**src/rtl/ddr_addr_gen.sv**
```systemverilog
// DDR2 ring-buffer address generator: pairs input-FIFO words into MIG write-data entries and issues burst commands.
// Defining DDR_ADDR_GEN_STATS_EN adds wr_cmd_total/rd_cmd_total counters and a sticky pack_err flag.
module ddr_addr_gen #(
    parameter int DATA_WIDTH      = 64,
    parameter int ADDR_WIDTH      = 31,
    parameter int BURST_LEN       = 8,
    parameter int WORDS_PER_BURST = 4,
    parameter int BASE_ADDR       = 0,
    parameter int RING_BURSTS     = 1024
) (
    input  logic                          sys_clk,
    input  logic                          reset,
    input  logic                          phy_init_done,
    input  logic                          wr_fifo_rd,
    input  logic [DATA_WIDTH-1:0]         fifo_dout,
    input  logic                          wr_addr_en,
    input  logic                          rd_addr_en,
    input  logic                          app_af_afull,
    output logic                          app_af_wren,
    output logic [2:0]                    app_af_cmd,
    output logic [ADDR_WIDTH-1:0]         app_af_addr,
    output logic                          app_wdf_wren,
    output logic [2*DATA_WIDTH-1:0]       app_wdf_data,
    output logic [DATA_WIDTH/4-1:0]       app_wdf_mask_data,
    output logic                          addr_conflict,
    output logic                          ring_full,
    output logic                          overflow,
`ifdef DDR_ADDR_GEN_STATS_EN
    output logic [31:0]                   wr_cmd_total,
    output logic [31:0]                   rd_cmd_total,
    output logic                          pack_err,
`endif
    output logic [$clog2(RING_BURSTS):0]  level
);
    localparam int PW = $clog2(RING_BURSTS);
    localparam int LW = PW + 1;
    localparam logic [LW-1:0]         RING_LVL = LW'(RING_BURSTS);
    localparam logic [ADDR_WIDTH-1:0] BASE_A   = ADDR_WIDTH'(BASE_ADDR);
    localparam logic [ADDR_WIDTH-1:0] STEP_A   = ADDR_WIDTH'(BURST_LEN);

    if ((WORDS_PER_BURST < 2) || ((WORDS_PER_BURST % 2) != 0)) begin : g_bad_wpb
        $error("WORDS_PER_BURST must be even and at least 2");
    end
    if ((RING_BURSTS < 2) || ((RING_BURSTS & (RING_BURSTS - 1)) != 0)) begin : g_bad_ring
        $error("RING_BURSTS must be a power of two and at least 2");
    end

    typedef enum logic [1:0] {
        C_IDLE = 2'd0,
        C_WR   = 2'd1,
        C_RD   = 2'd2
    } cmd_state_t;

    logic                  d_vld_r;
    logic                  half_r;
    logic [DATA_WIDTH-1:0] low_r;

    cmd_state_t            state_r, state_s;
    logic                  wr_pend_r, wr_pend_s;
    logic                  rd_pend_r, rd_pend_s;
    logic [PW-1:0]         wr_ptr_r, wr_ptr_s;
    logic [PW-1:0]         rd_ptr_r, rd_ptr_s;
    logic [LW-1:0]         level_r, level_s;
    logic                  ovf_set_s;
    logic                  af_wren_s;
    logic [2:0]            af_cmd_s;
    logic [ADDR_WIDTH-1:0] af_addr_s;
    logic                  wr_req_s, rd_req_s;
    logic [ADDR_WIDTH-1:0] wr_addr_s, rd_addr_s;

    assign wr_req_s  = wr_addr_en & phy_init_done;
    assign rd_req_s  = rd_addr_en & phy_init_done;
    assign wr_addr_s = BASE_A + ADDR_WIDTH'(wr_ptr_r) * STEP_A;
    assign rd_addr_s = BASE_A + ADDR_WIDTH'(rd_ptr_r) * STEP_A;
    assign level     = level_r;
    assign app_wdf_mask_data = {(DATA_WIDTH/4){1'b0}};

    // Packer: FIFO data is valid the cycle after the read strobe; first word of a pair is the low half.
    always_ff @(posedge sys_clk or posedge reset) begin
        if (reset) begin
            d_vld_r      <= 1'b0;
            half_r       <= 1'b0;
            low_r        <= {DATA_WIDTH{1'b0}};
            app_wdf_wren <= 1'b0;
            app_wdf_data <= {(2*DATA_WIDTH){1'b0}};
        end else begin
            d_vld_r      <= wr_fifo_rd & phy_init_done;
            app_wdf_wren <= d_vld_r & half_r;
            if (d_vld_r) begin
                half_r <= ~half_r;
                if (half_r) begin
                    app_wdf_data <= {fifo_dout, low_r};
                end else begin
                    low_r <= fifo_dout;
                end
            end
        end
    end

    // Command next-state: writes win over reads; a new strobe during completion re-arms its pend flag.
    always_comb begin
        state_s   = state_r;
        wr_pend_s = wr_pend_r | wr_req_s;
        rd_pend_s = rd_pend_r | rd_req_s;
        wr_ptr_s  = wr_ptr_r;
        rd_ptr_s  = rd_ptr_r;
        level_s   = level_r;
        ovf_set_s = 1'b0;
        af_wren_s = 1'b0;
        af_cmd_s  = app_af_cmd;
        af_addr_s = app_af_addr;
        case (state_r)
            C_IDLE: begin
                if (!app_af_afull && wr_pend_r) begin
                    state_s   = C_WR;
                    af_wren_s = 1'b1;
                    af_cmd_s  = 3'b000;
                    af_addr_s = wr_addr_s;
                end else if (!app_af_afull && rd_pend_r && (level_r != LW'(0))) begin
                    state_s   = C_RD;
                    af_wren_s = 1'b1;
                    af_cmd_s  = 3'b001;
                    af_addr_s = rd_addr_s;
                end else begin
                    state_s = C_IDLE;
                end
            end
            C_WR: begin
                state_s   = C_IDLE;
                wr_pend_s = wr_req_s;
                wr_ptr_s  = wr_ptr_r + PW'(1);
                if (level_r == RING_LVL) begin
                    rd_ptr_s  = rd_ptr_r + PW'(1);
                    ovf_set_s = 1'b1;
                end else begin
                    level_s = level_r + LW'(1);
                end
            end
            C_RD: begin
                state_s   = C_IDLE;
                rd_pend_s = rd_req_s;
                rd_ptr_s  = rd_ptr_r + PW'(1);
                level_s   = level_r - LW'(1);
            end
            default: begin
                state_s = C_IDLE;
            end
        endcase
    end

    // Command state, ring bookkeeping and registered MIG/status outputs.
    always_ff @(posedge sys_clk or posedge reset) begin
        if (reset) begin
            state_r       <= C_IDLE;
            wr_pend_r     <= 1'b0;
            rd_pend_r     <= 1'b0;
            wr_ptr_r      <= PW'(0);
            rd_ptr_r      <= PW'(0);
            level_r       <= LW'(0);
            app_af_wren   <= 1'b0;
            app_af_cmd    <= 3'b000;
            app_af_addr   <= {ADDR_WIDTH{1'b0}};
            addr_conflict <= 1'b0;
            ring_full     <= 1'b0;
            overflow      <= 1'b0;
        end else begin
            state_r       <= state_s;
            wr_pend_r     <= wr_pend_s;
            rd_pend_r     <= rd_pend_s;
            wr_ptr_r      <= wr_ptr_s;
            rd_ptr_r      <= rd_ptr_s;
            level_r       <= level_s;
            app_af_wren   <= af_wren_s;
            app_af_cmd    <= af_cmd_s;
            app_af_addr   <= af_addr_s;
            addr_conflict <= (level_s == LW'(0)) | rd_pend_s;
            ring_full     <= (level_s == RING_LVL);
            overflow      <= overflow | ovf_set_s;
        end
    end

`ifdef DDR_ADDR_GEN_STATS_EN
    // Command totals wrap naturally; pack_err flags a write command arriving with half a data word packed.
    always_ff @(posedge sys_clk or posedge reset) begin
        if (reset) begin
            wr_cmd_total <= 32'd0;
            rd_cmd_total <= 32'd0;
            pack_err     <= 1'b0;
        end else begin
            if (state_r == C_WR) begin
                wr_cmd_total <= wr_cmd_total + 32'd1;
            end
            if (state_r == C_RD) begin
                rd_cmd_total <= rd_cmd_total + 32'd1;
            end
            pack_err <= pack_err | (wr_req_s & half_r);
        end
    end
`endif

endmodule
```
**config.mk**
```make
export PLATFORM = sky130hd
export DESIGN_NAME = ddr_addr_gen
export DESIGN_NICKNAME = d
export VERILOG_FILES = /design/src/rtl/ddr_addr_gen.sv
export SDC_FILE = /design/constraint.sdc
export NUM_CORES = 1
export LEC_CHECK = 0
export CAP_MARGIN = 20
export CORE_MARGIN = 4
export CORE_UTILIZATION = 27
export DETAILED_ROUTE_END_ITERATION = 8
export GPL_ROUTABILITY_DRIVEN = 0
export SKIP_LAST_GASP = 1
export SYNTH_ARGS = -nofsm -noshare
export SYNTH_HDL_FRONTEND = slang
export SYNTH_SLANG_ARGS = --single-unit
export TNS_END_PERCENT = 20
```
**constraint.sdc**
```tcl
create_clock -name sys_clk -period 11.75 [get_ports sys_clk]
set_clock_uncertainty 0.15 [all_clocks]
set_input_delay 2.35 -clock sys_clk [delete_from_list [all_inputs] [get_ports sys_clk]]
set_output_delay 2.35 -clock sys_clk [all_outputs]
set_load 0.01 [all_outputs]
```
==> reports/qor.txt, run 1 <==
H-Tree Depth -> 1
peak supply drop -> 136 uV
final critical-path setup slack -> 7.51 ns
final setup vio count -> 0
slowest stage delay, CP -> 0.65 ns
Post-synth top cells -> dfrtp_1 (245), mux2_2 (196), buf_4 (39)
drt initial violations -> 286
Yosys cell types -> 54
PwrDens -> 286 nW/um^2
clock latency at the later pin of the worst-skew pair -> 0.55 ns
Die Height -> 201 um
FF/Latch Area -> 6130 um^2
CP Data Arrival Time -> 1.74 ns
cts-stage hold buffer count -> 0
die area -> 40,600 um^2
pre-CTS setup slack -> 6.78 ns
Root Buffer -> clkbuf_16
clock transition at the registers of the reported paths -> 0.06 ns
GRT Residual Overflow -> 0
Multi-input gate area -> 3620 um^2
initial core utilization -> 27.5%
Synth Cell Area -> 10,100 um^2
WL/cell -> 16.4 um
remaining antenna violation count after routing -> 0
CTS Sinks -> 245
Seq/Total Area, Yosys -> 60.7%
Area Growth Syn to Fin -> 36.0%
top-count cell post-synth -> dfrtp_1
Die Span X -> 201 um
CP Launch Type -> flip-flop
Synth Register Bits -> 245
RSZ-0062 raised after global routing -> false
DR vias/cell -> 4.37
asr flop ratio synth -> 100%
EDFF count, synth -> 0
vias -> 6,240
TritonCTS clock tree -> yes
core area -> 36,800 um^2
final period demand of the worst path -> 4.24 ns
Synth Area per Inst -> 14.2 um^2
Global Route Usage Sum -> 11.3%
pin count of the biggest net entering global routing -> 105
Detail Placement HPWL -> 16,000 um
max cap viols -> 0
critical path, cell by cell -> clkdlybuf4s50_1
crit path max fanout -> 12
io pins -> 265
nets -> 1,018
largest area contributor in the netlist -> dfrtp_1
CTS Buf Count -> 29
cell family with most CP delay -> buffers and inverters
top cells by area, synth -> dfrtp_1 (61%), mux2_2 (22%), buf_4 (2.9%)
worst path required time -> 9.25 ns
layout cells sized above 1 -> 26.8%
highest-delay cell along the critical path -> clkdlybuf4s50_1
Setup TNS -> 0 ns
Buffers on Ports -> 225
Post-CTS Setup Bufs -> 0
static leakage -> 5.78 nW
Synth Flop Type -> dfrtp_1
vias in the first global route -> 6,595
initial antenna violation count -> 0
post-synth top area share -> 60.7%
Fin. Hold Viols -> 0
row count -> 70
Routed WL -> 23,500 um
total power -> 3.93 mW
YS warnings -> 0
Cells after Synth -> 714
post_cts resized -> 0
fin crit share -> 36.1%
CP Capture Type -> output port
filler cell count -> 3,527
HP Class -> flip-flop to flip-flop
final routed DRC violation total -> 0
first-pass GRT wire length -> 37,900 um
run status -> completed
Clock Tree Buf Depth -> 3
TritonRoute pass-1 iters -> 4
ANT cells -> 0
CP Class -> flip-flop to output port
f_max -> 236 MHz
Slew Limit Headroom -> 35.7%
Worst Tran Pin Value -> 0.964 ns
buffers plus inverters on the worst setup path -> 1
max-slew violation count -> 0
## area by class of cell
class	instances	share of cell area (%)
Inverter	16	0.492
Multi-Input combinational cell	416	26.3
Timing Repair Buffer	232	16.9
Tap cell	468	4.26
Clock inverter	10	1.25
Clock buffer	42	6.14
Sequential cell	245	44.6
## placed cells by master, fill, tap and decap left out, types with 15 or more instances in the layout
master             n
clkdlybuf4s50_1  225
mux2i_1           15
clkbuf_16         29
nand2_1           21
xnor2_1           15
conb_1            39
mux2_2           196
nor2_1            18
dfrtp_1          245
a21oi_1           16
## metrics by stage
stage / area (um^2) / cells / hold WS (ns) / utilization [%]
after floorplan: 10200 / 752 / 0.268 / -
after global placement: 12700 / 1375 / 0.294 / 34.5
after detailed placement: 12700 / 1375 / 0.302 / 34.5
after CTS: 13700 / 1427 / 0.319 / 37.3
after global routing: 13700 / 1429 / 0.344 / 37.4
final: 13700 / 1429 / 0.313 / 37.4
## kinds of logic after synthesis
logic type                 after synthesis  synth area share (%)
and+or+nand+nor                         93                  5.16
DFF                                    245                  60.7
adders and majority gates                7                 0.867
AOI/OAI and AO/OA                       47                  3.23
xor gates and xnor gates                19                  1.65
buffers and inverters                   91                  5.06
other                                    1                0.0371
muxes                                  211                  23.3
## routing by layer
layer	up-vias	routed length (um)	global-route usage, %	part of all wire (%)
li1	2886	-	-	-
met1	3152	10700	15.4	45
met2	173	11000	18.3	47
met3	29	1320	2.69	5.6
met4	0	511	2.64	2.2
met5	-	0	0	0
## power by group
group          switching (mW)  leakage [nW]  internal, mW
Clock                   0.349         0.497         0.586
Sequential              0.243          2.95          1.25
Combinational           0.622          2.33         0.881
Total                    1.22          5.78          2.72
## worst paths after layout
| kind | from | slack [ns] | endpoint | cells past startpoint |
|---|---|---|---|---|
| min | overflow$_DFF_PP0_ | 0.31 | overflow$_DFF_PP0_ | 1 |
| max in group asynchronous | reset | 7.85 | app_wdf_data[92]$_DFFE_PP0P_ | 3 |
| max reg2reg | level[0]$_DFF_PP0_ | 8.50 | ring_full$_DFF_PP0_ | 8 |
| min reg2reg | overflow$_DFF_PP0_ | 0.31 | overflow$_DFF_PP0_ | 1 |
| min in group asynchronous | reset | 2.19 | app_af_addr[3]$_DFFE_PP0P_ | 2 |
| max | level[8]$_DFF_PP0_ | 7.51 | level[8] | 1 |
## worst reg2reg max path: stages (launching register included)
cell,delay [ns]
dfrtp_1,0.47
inv_1,0.13
ha_1,0.21
or3b_1,0.52
a221oi_2,0.31
mux2i_1,0.13
or3_1,0.38
or4_4,0.45
nor4b_2,0.36
## registers in the layout (all words and copies together), names as in the netlist, 2 cells and up
| signal | count |
|---|---|
| low_r | 64 |
| state_r | 2 |
| wr_ptr_r | 10 |
| app_af_addr | 10 |
| rd_ptr_r | 10 |
| level | 11 |
| app_wdf_data | 128 |
No activity file was read; power rests on OpenSTA's default activity.
==> run 2: changes to the inputs <==
clock period = 3.55 ns   (was 11.75 ns; I/O delays follow)
==> run 2 against run 1 <==
  * Global-route usage down 0.13 points
  * Flip-flop and latch count unchanged
  * Critical path type is now flip-flop to flip-flop
  * Register-to-register slack worse by 8.1 ns
  * Sequential power rose to 3.3 times the previous value
  * Power rose to 3.2 times the previous value
  * Combinational power rose to 3.3 times the previous value
  * First-iteration DRC count down 36%
  * Clock power rose to 3.0 times the previous value
  * Cell count up 0.21%
  * Non-clock buffer count up 7
  * Largest cell class unchanged
==> reports/qor.txt, run 2 (synthesis gave the netlist of run 1 again) <==
run status -> completed
CP Data Arrival Time -> 3.39 ns
Placed Cells -> 1,384
non-filler cells, final -> 1,432
DR vias/cell -> 4.38
core area -> 36,800 um^2
ANT cells -> 0
initial antenna violation count -> 0
max reg flops -> 128
final period demand of the worst path -> 3.11 ns
initial core utilization -> 27.5%
GRT Residual Overflow -> 0
Logic pwr share -> 39.4%
Detail Placement HPWL -> 16,200 um
CTS Sinks -> 245
most flop-heavy register -> app_wdf_data
Fin. Hold Viols -> 0
worst path required time -> 3.83 ns
io pins -> 265
switching share of power -> 31.2%
HP Class -> flip-flop to flip-flop
Die Span X -> 201 um
H-Tree Depth -> 1
CP Launch Type -> flip-flop
Worst Tran Pin Value -> 0.791 ns
sequential share of power -> 38.8%
first-pass GRT wire length -> 37,200 um
worst hold margin -> 0.313 ns
Psw -> 3.96 mW
Global Route Usage Sum -> 11.2%
nets -> 1,024
Slew Limit Headroom -> 47.2%
Clock Tree Buf Depth -> 3
remaining antenna violation count after routing -> 0
Setup TNS -> 0 ns
final critical-path setup slack -> 0.443 ns
pin count of the biggest net entering global routing -> 88
max cap viols -> 0
clock network power share -> 21.9%
peak supply drop -> 440 uV
max-slew violation count -> 0
CP Class -> flip-flop to flip-flop
Post-CTS Setup Bufs -> 0
pre-CTS setup slack -> 0.493 ns
TritonRoute pass-1 iters -> 4
clock latency at the later pin of the worst-skew pair -> 0.53 ns
P_int -> 8.76 mW
Routed WL -> 23,400 um
total power -> 12.7 mW
most frequent cells in the layout -> dfrtp_1 (245), clkdlybuf4s50_1 (225), mux2_2 (196)
final setup vio count -> 0
crit path max fanout -> 9
die area -> 40,600 um^2
TritonCTS clock tree -> yes
final instance area -> 13,700 um^2
cts-stage hold buffer count -> 0
Area Growth Syn to Fin -> 35.5%
fin crit share -> 87.5%
Buffers on Ports -> 225
placed cell areas -> 12,800 um^2
clock transition at the registers of the reported paths -> 0.07 ns
f_max -> 322 MHz
drt initial violations -> 184
Die Height -> 201 um
Worst R2R Setup Slack -> 0.44 ns
post-route core utilization -> 37.2%
vias in the first global route -> 6,395
CTS Buf Count -> 28
row count -> 70
final routed DRC violation total -> 0
post_cts resized -> 0
commonest non-fill, non-tap cell in the layout -> dfrtp_1
PwrDens -> 929 nW/um^2
RSZ-0062 raised after global routing -> false
static leakage -> 5.75 nW
layout cells sized above 1 -> 26.8%
Root Buffer -> clkbuf_16
WL/cell -> 16.3 um
vias -> 6,271
CP Capture Type -> flip-flop
==> run 2: changes by cell type in the layout (fill, tap and decap cells not counted), moves of 2 or more <==
| cell | previous run | this run |
|---|---|---|
| clkbuf_8 | 7 | 2 |
| buf_12 | 0 | 4 |
| buf_4 | 6 | 10 |
| clkbuf_1 | 6 | 9 |
| bufinv_16 | 4 | 2 |
| clkinv_2 | 3 | 5 |
==> run 2: worst paths after layout <==
| check | startpoint | to | cells past startpoint |
|---|---|---|---|
| max | level[0]$_DFF_PP0_ | addr_conflict$_DFF_PP0_ | 8 |
| min | overflow$_DFF_PP0_ | overflow$_DFF_PP0_ | 1 |
| min in group asynchronous | reset | rd_ptr_r[1]$_DFFE_PP0P_ | 2 |
| max in group asynchronous | reset | low_r[30]$_DFFE_PP0P_ | 3 |
| min reg2reg | overflow$_DFF_PP0_ | overflow$_DFF_PP0_ | 1 |
| max reg2reg | level[0]$_DFF_PP0_ | addr_conflict$_DFF_PP0_ | 8 |
==> run 2: power groups by stage <==
stage	Sequential, mW	Combinational (mW)	Clock [mW]
2_1_floorplan	5.22	2.30	0
3_3_place_gp	4.95	5.00	0
3_5_place_dp	4.99	5.07	0
4_1_cts	4.95	5.10	2.90
5_1_grt	5.12	5.41	3.00
6_report	4.93	5.01	2.78
==> run 2: per-layer routing <==
| layer | part of all wire [%] | GRT usage [%] | up-vias | routed length (um) |
|---|---|---|---|---|
| met5 | 0 | 0 | - | 0 |
| met4 | 1.6 | 2.59 | 0 | 379 |
| met3 | 6.0 | 2.63 | 30 | 1410 |
| met2 | 47 | 17.9 | 181 | 11000 |
| met1 | 45 | 15.4 | 3159 | 10600 |
| li1 | - | - | 2901 | - |
==> run 2: layout make-up <==
type                            instances  area, um^2
Inverter                               16        63.8
Clock buffer                           40         787
Tap cell                              468         586
Fill cell                            3556       23100
Timing Repair Buffer                  239        2410
Multi-Input combinational cell        416        3620
Clock inverter                          8        93.8
Sequential cell                       245        6130
==> run 2: critical path: stages, from the launching register on <==
cell and delay [ns]:
dfrtp_1 0.46, inv_1 0.13, ha_1 0.21, or3b_1 0.52, a221oi_2 0.32, mux2i_1 0.12, or3_1 0.36, or4_4 0.44
o41ai_2 0.28
